<file path="config.mk">
export PLATFORM = sky130hd
export DESIGN_NAME = bus_req_arbiter
export DESIGN_NICKNAME = d
export VERILOG_FILES = /design/src/rtl/bus_arb_pkg.sv /design/src/rtl/rr_pick.sv /design/src/rtl/bus_req_arbiter.sv
export SDC_FILE = /design/constraint.sdc
export NUM_CORES = 1
export LEC_CHECK = 0
export CAP_MARGIN = 20
export CORE_UTILIZATION = 43
export CTS_CLUSTER_SIZE = 16
export DETAILED_ROUTE_END_ITERATION = 6
export PLACE_DENSITY = 0.77
export SYNTH_ARGS = -nofsm -noshare
export SYNTH_HDL_FRONTEND = slang
export SYNTH_SLANG_ARGS = --single-unit
</file>
<file path="constraint.sdc">
create_clock -name CLK -period 1.8 [get_ports CLK]
set_input_delay 0.27 -clock CLK [delete_from_list [all_inputs] [get_ports CLK]]
set_output_delay 0.27 -clock CLK [all_outputs]
set_load 0.03 [all_outputs]
</file>
<file path="src/rtl/bus_arb_pkg.sv">
// Shared types and sizing for the coherence-bus request arbiter.
// Sizing is set here; NREQ = L1 requesters (I$+D$ per hart) plus one page walker per hart.
package bus_arb_pkg;

    localparam int NUM_HARTS = 1;
    localparam int CPUS      = 2 * NUM_HARTS;
    localparam int NREQ      = CPUS + NUM_HARTS;
    localparam int ID_W      = (NREQ > 1) ? $clog2(NREQ) : 1;

    typedef enum logic [2:0] {
        GNT_NONE,
        GNT_R,
        GNT_RX,
        GNT_INV,
        GNT_EVICT,
        GNT_PW
    } bus_gnt_t;

    typedef enum logic [1:0] {
        ARB_IDLE,
        ARB_OWNED,
        ARB_HOLDOFF
    } arb_state_t;

    // Round-robin pointer successor, wrapping NREQ-1 -> 0.
    function automatic logic [ID_W-1:0] next_ptr(input logic [ID_W-1:0] idx);
        return (idx == ID_W'(NREQ - 1)) ? '0 : idx + ID_W'(1);
    endfunction

endpackage

</file>
<file path="src/rtl/rr_pick.sv">
// Combinational circular priority picker: first set request at or after start,
// wrapping from N-1 back to 0.
module rr_pick #(
    parameter int N = 3,
    parameter int W = (N > 1) ? $clog2(N) : 1
) (
    input  logic [N-1:0] req,
    input  logic [W-1:0] start,
    output logic [N-1:0] onehot,
    output logic [W-1:0] idx,
    output logic         any
);

    logic [N-1:0] upper;
    logic [N-1:0] req_hi;
    logic [N-1:0] pick_src;

    for (genvar gi = 0; gi < N; gi++) begin : g_mask
        assign upper[gi] = (W'(gi) >= start);
    end

    // Search the upper part first; if empty, the wrapped search is the lowest set bit overall.
    assign req_hi   = req & upper;
    assign pick_src = (|req_hi) ? req_hi : req;
    assign onehot   = pick_src & (~pick_src + N'(1));
    assign any      = |req;

    always_comb begin
        idx = '0;
        for (int i = 0; i < N; i++) begin
            if (onehot[i]) begin
                idx = W'(i);
            end
        end
    end

endmodule

</file>
<file path="src/rtl/bus_req_arbiter.sv">
// Round-robin arbiter sharing the coherence bus controller between L1s and page walkers.
// Optional BUS_ARB_PW_PRIORITY_EN: walkers win over L1s, with a forced L1 grant after 8 walker grants.
module bus_req_arbiter
    import bus_arb_pkg::*;
(
    input  logic                 CLK,
    input  logic                 nRST,
    input  logic [CPUS-1:0]      dREN,
    input  logic [CPUS-1:0]      dWEN,
    input  logic [CPUS-1:0]      ccwrite,
    input  logic [CPUS-1:0]      ccabort,
    input  logic [NUM_HARTS-1:0] pREN,
    input  logic                 bus_idle,
    input  logic                 txn_done,
    output logic                 gnt_valid,
    output logic [NREQ-1:0]      gnt_onehot,
    output logic [ID_W-1:0]      gnt_id,
    output bus_gnt_t             gnt_type,
    output logic                 gnt_start
);

    arb_state_t      state_reg, state_next;
    logic [ID_W-1:0] rr_ptr_reg, rr_ptr_next;
    logic [NREQ-1:0] onehot_reg, onehot_next;
    logic [ID_W-1:0] id_reg, id_next;
    bus_gnt_t        type_reg, type_next;
    logic            start_reg, start_next;

    logic [NREQ-1:0] req;
    logic [NREQ-1:0] win_oh;
    logic [ID_W-1:0] win_idx;
    logic            win_any;
    bus_gnt_t        win_type;
    logic            abort_hit;

    for (genvar gi = 0; gi < CPUS; gi++) begin : g_l1_req
        assign req[gi] = dREN[gi] | dWEN[gi] | (ccwrite[gi] & ~dREN[gi]);
    end
    assign req[NREQ-1:CPUS] = pREN;

`ifdef BUS_ARB_PW_PRIORITY_EN
    localparam logic [3:0] PW_FORCE_L1 = 4'd8;

    logic [NREQ-1:0]      l1_req, l1_oh;
    logic [ID_W-1:0]      l1_idx;
    logic                 l1_any;
    logic [NUM_HARTS-1:0] pw_req, pw_oh;
    logic [ID_W-1:0]      pw_idx;
    logic [3:0]           pw_cnt_reg, pw_cnt_next;
    logic                 force_l1;

    assign l1_req = req & {{NUM_HARTS{1'b0}}, {CPUS{1'b1}}};

    rr_pick #(.N(NREQ), .W(ID_W)) u_l1_pick (
        .req    (l1_req),
        .start  (rr_ptr_reg),
        .onehot (l1_oh),
        .idx    (l1_idx),
        .any    (l1_any)
    );

    // Walkers use fixed priority, lowest hart first.
    assign pw_req = req[NREQ-1:CPUS];
    assign pw_oh  = pw_req & (~pw_req + NUM_HARTS'(1));

    always_comb begin
        pw_idx = '0;
        for (int h = 0; h < NUM_HARTS; h++) begin
            if (pw_oh[h]) begin
                pw_idx = ID_W'(CPUS + h);
            end
        end
    end

    assign force_l1 = (pw_cnt_reg >= PW_FORCE_L1) && l1_any;

    always_comb begin
        if ((|pw_req) && !force_l1) begin
            win_oh  = {pw_oh, {CPUS{1'b0}}};
            win_idx = pw_idx;
            win_any = 1'b1;
        end else begin
            win_oh  = l1_oh;
            win_idx = l1_idx;
            win_any = l1_any;
        end
    end
`else
    rr_pick #(.N(NREQ), .W(ID_W)) u_rr_pick (
        .req    (req),
        .start  (rr_ptr_reg),
        .onehot (win_oh),
        .idx    (win_idx),
        .any    (win_any)
    );
`endif

    always_comb begin
        win_type = GNT_NONE;
        for (int i = 0; i < CPUS; i++) begin
            if (win_oh[i]) begin
                if (dWEN[i])                    win_type = GNT_EVICT;
                else if (dREN[i] & ccwrite[i])  win_type = GNT_RX;
                else if (dREN[i])               win_type = GNT_R;
                else                            win_type = GNT_INV;
            end
        end
        for (int h = 0; h < NUM_HARTS; h++) begin
            if (win_oh[CPUS + h]) begin
                win_type = GNT_PW;
            end
        end
    end

    // Only an L1 owner can abort; walkers have no abort line.
    assign abort_hit = |(onehot_reg[CPUS-1:0] & ccabort);

    always_comb begin
        state_next  = state_reg;
        rr_ptr_next = rr_ptr_reg;
        onehot_next = onehot_reg;
        id_next     = id_reg;
        type_next   = type_reg;
        start_next  = 1'b0;
`ifdef BUS_ARB_PW_PRIORITY_EN
        pw_cnt_next = pw_cnt_reg;
`endif
        case (state_reg)
            ARB_IDLE: begin
                if (win_any && bus_idle) begin
                    state_next  = ARB_OWNED;
                    onehot_next = win_oh;
                    id_next     = win_idx;
                    type_next   = win_type;
                    start_next  = 1'b1;
`ifdef BUS_ARB_PW_PRIORITY_EN
                    if (|win_oh[CPUS-1:0]) begin
                        rr_ptr_next = next_ptr(win_idx);
                        pw_cnt_next = '0;
                    end else if (pw_cnt_reg != 4'hF) begin
                        pw_cnt_next = pw_cnt_reg + 4'd1;
                    end
`else
                    rr_ptr_next = next_ptr(win_idx);
`endif
                end
            end
            ARB_OWNED: begin
                if (txn_done || abort_hit) begin
                    state_next  = ARB_HOLDOFF;
                    onehot_next = '0;
                    id_next     = '0;
                    type_next   = GNT_NONE;
                end
            end
            ARB_HOLDOFF: state_next = ARB_IDLE;
            default:     state_next = ARB_IDLE;
        endcase
    end

    always_ff @(posedge CLK or negedge nRST) begin
        if (!nRST) begin
            state_reg  <= ARB_IDLE;
            rr_ptr_reg <= '0;
            onehot_reg <= '0;
            id_reg     <= '0;
            type_reg   <= GNT_NONE;
            start_reg  <= 1'b0;
`ifdef BUS_ARB_PW_PRIORITY_EN
            pw_cnt_reg <= '0;
`endif
        end else begin
            state_reg  <= state_next;
            rr_ptr_reg <= rr_ptr_next;
            onehot_reg <= onehot_next;
            id_reg     <= id_next;
            type_reg   <= type_next;
            start_reg  <= start_next;
`ifdef BUS_ARB_PW_PRIORITY_EN
            pw_cnt_reg <= pw_cnt_next;
`endif
        end
    end

    assign gnt_valid  = (state_reg == ARB_OWNED);
    assign gnt_onehot = onehot_reg;
    assign gnt_id     = id_reg;
    assign gnt_type   = type_reg;
    assign gnt_start  = start_reg;

endmodule

</file>
; Word-level counts from Yosys, hierarchy flattened
; Cells that the tools add are included.
[classes]
n_reduce_logical = 10
order_cmp = 3
eq_ne = 4
muxes = 26
add_sub_neg = 2
bitwise = 14
[op_table]
columns = op, count
row1 = $mux 3, 9
row2 = $mux 2, 10
row3 = $pmux 3 s2, 2
row4 = $pmux 2 s2, 2
row5 = $and 3x3->3, 2
row6 = $reduce_or 3->1, 2
row7 = $and 1x1->1, 4
row8 = $ge 1x2->1 const A, 2
row9 = $or 1x1->1, 4
row10 = $reduce_and 2->1, 2
row11 = $add 3x1->3 const B, 1
row12 = $mux 1, 3
row13 = $not 3->3, 1
row14 = $reduce_and 3->1, 1
row15 = $add 2x1->2 const B, 1
row16 = $and 2x2->2, 1
row17 = $eq 2x1->1 const B, 1
row18 = $eq 2x2->1 const B, 1
row19 = $ge 2x2->1 const A, 1
row20 = $logic_not 2->1, 1
row21 = $ne 2x1->1 const B, 1
row22 = $ne 2x2->1 const B, 1
row23 = $not 1->1, 2
row24 = $reduce_bool 2->1, 1
row25 = 3 further kinds, 3
[word_totals]
ff_bits = 13
word_cells = 65

; Longest topological paths before layout
[depth]
ltp_word = 14
depth_mapped = 4
ltp_nobuf = 4

; By module
; From an unflattened synthesis, not the netlist that was laid out.
[unflattened]
hier_cells = 63
area_unflattened_um2 = 683.2
[modules_own_cells]
columns = module, cells_each, area_per_inst_um2, instances, seq_area_each_um2
row1 = bus_req_arbiter, 49, 591.8, 1, 325.3
row2 = rr_pick, 14, 91.3, 1, 0.0

; Worst setup path after synthesis
; OpenSTA, ideal clock, no wires.
[synth_path]
path_type = flip-flop to flip-flop
start = register state_reg[0]
end = register type_reg[0] (netlist: gnt_type[0])
period_less_slack_ns = 1.658
path_slack_ns = 0.142
arrival_ns = 1.592
path_stages_with_launch = 5
cell_sequence = dfrtp_1 -> nor2b_1 -> nand3_1 -> o311ai_4 -> a221o_1
[synth_between]
elab_chain_len = 3
word_cells_on_any_way = 7
[synth_rtl]
columns = item, line
row1 = "start, declared", bus_req_arbiter.sv:22  ; arb_state_t state_reg, state_next;
row2 = "start signal, assigned", bus_req_arbiter.sv:173  ; state_reg <= state_next;
row3 = $eq 2x1->1 *, -
row4 = via gnt_valid, bus_req_arbiter.sv:15  ; output logic gnt_valid,
row5 = $ne 2x1->1 (no line) or $reduce_bool 2->1 (tied branches), -
row6 = $reduce_and 3->1 (no line), -
row7 = "end signal, assigned", bus_req_arbiter.sv:177  ; type_reg <= type_next;
row8 = "end, declared", bus_req_arbiter.sv:26  ; bus_gnt_t type_reg, type_next;
; The timed path passes the listed nets; every way through them passes the cells marked *.
; A chain may end at the register's enable or synchronous reset.

; Worst setup path after layout
[layout_path]
start = input pREN
end = register type_reg[0] (netlist: gnt_type[0])
[layout_between]
elab_chain_len = 11
word_cells_on_any_way = 15
[layout_rtl]
columns = item, line
row1 = "start, declared", bus_req_arbiter.sv:12  ; input logic [NUM_HARTS-1:0] pREN,
row2 = $and 3x3->3, rr_pick.sv:23  ; assign req_hi = req & upper;
row3 = $reduce_or 3->1, rr_pick.sv:24  ; assign pick_src = (|req_hi) ? req_hi : req;
row4 = $mux 3, rr_pick.sv:24
row5 = $not 3->3, rr_pick.sv:25  ; assign onehot = pick_src & (~pick_src + N'(1));
row6 = $add 3x1->3, rr_pick.sv:25
row7 = $and 3x3->3, rr_pick.sv:25
row8 = $mux 3 (2 in a row), bus_req_arbiter.sv:101  ; if (win_oh[i]) begin
row9 = $mux 3, bus_req_arbiter.sv:109  ; if (win_oh[CPUS + h]) begin
row10 = $mux 3, bus_req_arbiter.sv:130  ; if (win_any && bus_idle) begin
row11 = $pmux 3 s2, bus_req_arbiter.sv:128  ; case (state_reg)
; Parallel ways exist; a longest one is shown, timed or not. The select of a mux whose other input is x is not followed.

==> metrics.log <==
[metrics] status: completed
[metrics] Async S/R FF share, synth: 100%
[metrics] part of the power in the clock network: 14.1%
[metrics] Fin. Hold Viols: 0
[metrics] CTS tree: yes
[metrics] post-CTS repair timing setup buffer count: 0
[metrics] RSZ-0062 raised after global routing: no
[metrics] most common flop cell mapped by yosys: sky130_fd_sc_hd__dfrtp_1
[metrics] starting density of the core: 48.5%
[metrics] top-level port count: 23
[metrics] CTS max path bufs: 2
[metrics] deepest level of the CTS H-tree: 1
[metrics] post-route setup slack: about 110 ps
[metrics] post-synthesis average cell area: between 10 and 15 µm²
[metrics] Seq pwr share: 31.2%
[metrics] routed via count divided by cell count: 5.91
[metrics] Pwr Total: 0.00157 W
[metrics] count of hold-fix buffers inserted at cts: 0
[metrics] syn_nets: 79
[metrics] post-route worst hold slack: 348 ps
[metrics] capturing element type of the critical path: flop
[metrics] CP Launch Type: primary input
[metrics] switching pwr: 0.000664 W
[metrics] final-report setup violation count: 0
[metrics] static leakage power: roughly 0.51 nW
[metrics] initial antenna violation count: 0
[metrics] Inst Count DP: 121
[metrics] P_int: 0.000911 W
[metrics] fraction of power spent switching nets: 42.1%
[metrics] Worst Setup SP: pREN
[metrics] most frequent standard cell in the layout excluding fill and tap cells: sky130_fd_sc_hd__clkdlybuf4s50_1
[metrics] GRT overflow: 0
[metrics] IO buf count: 22
[metrics] global-route wire length before repair: 2.94 mm
[metrics] Layout Skew: 0.961 ps
[metrics] via count of the first global-routing pass: 683
[metrics] die boundary height: approximately 41 µm
[metrics] number of synthesized register bits: 12
[metrics] reg-to-reg critical path endpoint: gnt_type[1]
[metrics] number of max-slew violations in the final report: 0
[metrics] detailed-routing iteration count for the pre-antenna-repair pass: 4
[metrics] power per cell area: 1470 nW/µm²
[metrics] highest achievable clock rate: 591 MHz
[metrics] Critical Setup Path Class: in2reg
[metrics] final antenna-violating net count: 0
[metrics] shortest clock period the worst path allows after layout: 1690 ps
[metrics] die outline width: 41.3 µm
[metrics] share of post-route cells with drive strength above 1: 24.5%
[metrics] combinational fraction of design power: 54.8%
[metrics] sink count of the clock tree: 12
[metrics] synthesized instance count: 66
[metrics] largest net degree at the start of global routing: 13
[metrics] FF-to-FF path depth: 5
[metrics] clock transition time at the flip-flop clock pins of the worst setup and hold paths: 80 ps
[metrics] Max VDD drop: 873 µV
[metrics] Die ar.: 1700 µm²
[metrics] transition time at the pin with the least slew margin: roughly 570 ps
[metrics] Detailed Route WL: roughly 2 mm
[metrics] Layout Cells excl Fill: 125
[metrics] data arrival time of the worst path: 1860 ps
[metrics] worst min-delay path category: in2async
[metrics] Routed WL per cell: around 16 µm
[metrics] Skew-Pair Late Insertion Delay: 280 ps
[metrics] warning count from the yosys run: 0
[metrics] final layout net count: 124
[metrics] Core ar.: 1370 µm²
[metrics] leading cell types in the layout, fill and taps excluded: sky130_fd_sc_hd__clkdlybuf4s50_1 (21), sky130_fd_sc_hd__buf_4 (19), sky130_fd_sc_hd__dfrtp_1 (12)
[metrics] last weighted congestion value of the routability-driven placer: 0.858
[metrics] cell area after synthesis: 663 µm²
[metrics] DR iter-0 viols: 15
[metrics] total via count in the routed design: 739
[metrics] antenna cell count: 0
[metrics] reg-to-reg setup timing slack: 230 ps
[metrics] Max-Cap Viols: 0
[metrics] number of CTS-inserted buffers: 3
[metrics] GRT Util Overall: 28.0%
[metrics] detailed placement HPWL: 1.52 mm
[metrics] Crit path required time: 1970 ps
[metrics] crit path capture: gnt_type[0]
[metrics] CTS Root Buffer Type: sky130_fd_sc_hd__clkbuf_4
[metrics] maximum fanout count along the critical path: 5
[metrics] area overhead of the layout relative to synthesis: 61.7%
[metrics] ratio of final minimum period to clock period: 94.0%
[metrics] Worst slew margin: 61.9%
[metrics] sequential cell area fraction in the yosys report: 45.3%
[metrics] distinct cell type count of the synthesized netlist: 30
[metrics] number of DRC violations after detailed routing: 0
[metrics] number of enable-type register cells in the synthesized netlist: 0
[metrics] worst slack after detailed placement: -182 ps
[metrics] Core Rows: 13
[metrics] R2R Path Start: state_reg[0]
## kinds of logic (layout without fill, tap and decap cells)
logic type	count (synthesis)	after routing	share of synthesized area [%]
AND/OR/NAND/NOR	25	25	22.1
AO/OA/AOI/OAI	24	24	29.2
flip-flops	12	12	45.3
buffers and inverters	5	49	3.40
## per-stage QoR
step	utilization, %	setup TNS, ps	instance area, µm²
6_report	78.5	0	1070
5_1_grt	78.5	0	1070
4_1_cts	78.5	0	1070
3_5_place_dp	75.9	-1090	1040
3_3_place_gp	75.9	-708	1040
2_1_floorplan	-	0	663
## how the worst min path moves through the flow
stage / to / startpoint
2_1_floorplan: gnt_id[0] / nRST
4_1_cts: gnt_onehot[2] / nRST
5_1_grt: gnt_onehot[2] / nRST
6_report: gnt_onehot[2] / nRST
3_5_place_dp: gnt_id[0] / gnt_id[0]
3_3_place_gp: gnt_id[0] / gnt_id[0]
## synth_stat cells (2+ instances only)
cell type	count	share of area, %
sky130_fd_sc_hd__a21oi_1	4	3.0
sky130_fd_sc_hd__o21ai_0	4	3.0
sky130_fd_sc_hd__dfrtp_1	12	45
sky130_fd_sc_hd__o211ai_1	2	2.3
sky130_fd_sc_hd__inv_1	4	2.3
sky130_fd_sc_hd__or3_1	2	1.9
sky130_fd_sc_hd__nor2_1	4	2.3
sky130_fd_sc_hd__nor3_1	3	2.3
sky130_fd_sc_hd__nor3b_1	2	2.3
sky130_fd_sc_hd__nor2b_1	3	2.8
sky130_fd_sc_hd__nor4_1	2	1.9
sky130_fd_sc_hd__nand2_1	3	1.7
sky130_fd_sc_hd__a21o_1	4	4.5
## what timing repair did
item | in CTS | in global routing
hold endpoints to repair | 0 | 0
setup endpoints to repair | 1 | 0
resized for setup | 1 | 0
## final cells by class
class	count	area, µm²
Sequential cell	12	300
Timing Repair Buffer	41	362
Inverter	4	15.0
Clock buffer	4	36.3
Tap cell	15	18.8
Fill cell	109	294
Multi-Input combinational cell	49	340
## power by group through the flow
stage / Clock, W / Sequential, W / Combinational, W
after floorplan: 0 / 0.000612 / 0.000346
after global placement: 0 / 0.000487 / 0.000848
after detailed placement: 0 / 0.000493 / 0.000863
after CTS: 0.000231 / 0.000488 / 0.000860
after global routing: 0.000239 / 0.000507 / 0.000911
final: 0.000221 / 0.000491 / 0.000862
## worst max-delay path, cell delays in order
cell and delay, ps:
sky130_fd_sc_hd__clkdlybuf4s50_1 430, sky130_fd_sc_hd__or4_4 570, sky130_fd_sc_hd__o21ai_2 230, sky130_fd_sc_hd__a21oi_1 80, sky130_fd_sc_hd__a221o_1 270
## layer usage
metal / vias to the layer above / part of all wire [%] / track usage, %
met2: 32 / 49 / 49.2
met3: 6 / 6.7 / 6.52
met5: - / 0 / 0
li1: 338 / - / -
met4: 0 / 0.91 / 12.1
met1: 363 / 43 / 31.9
Power figures use the tool's default switching activity.
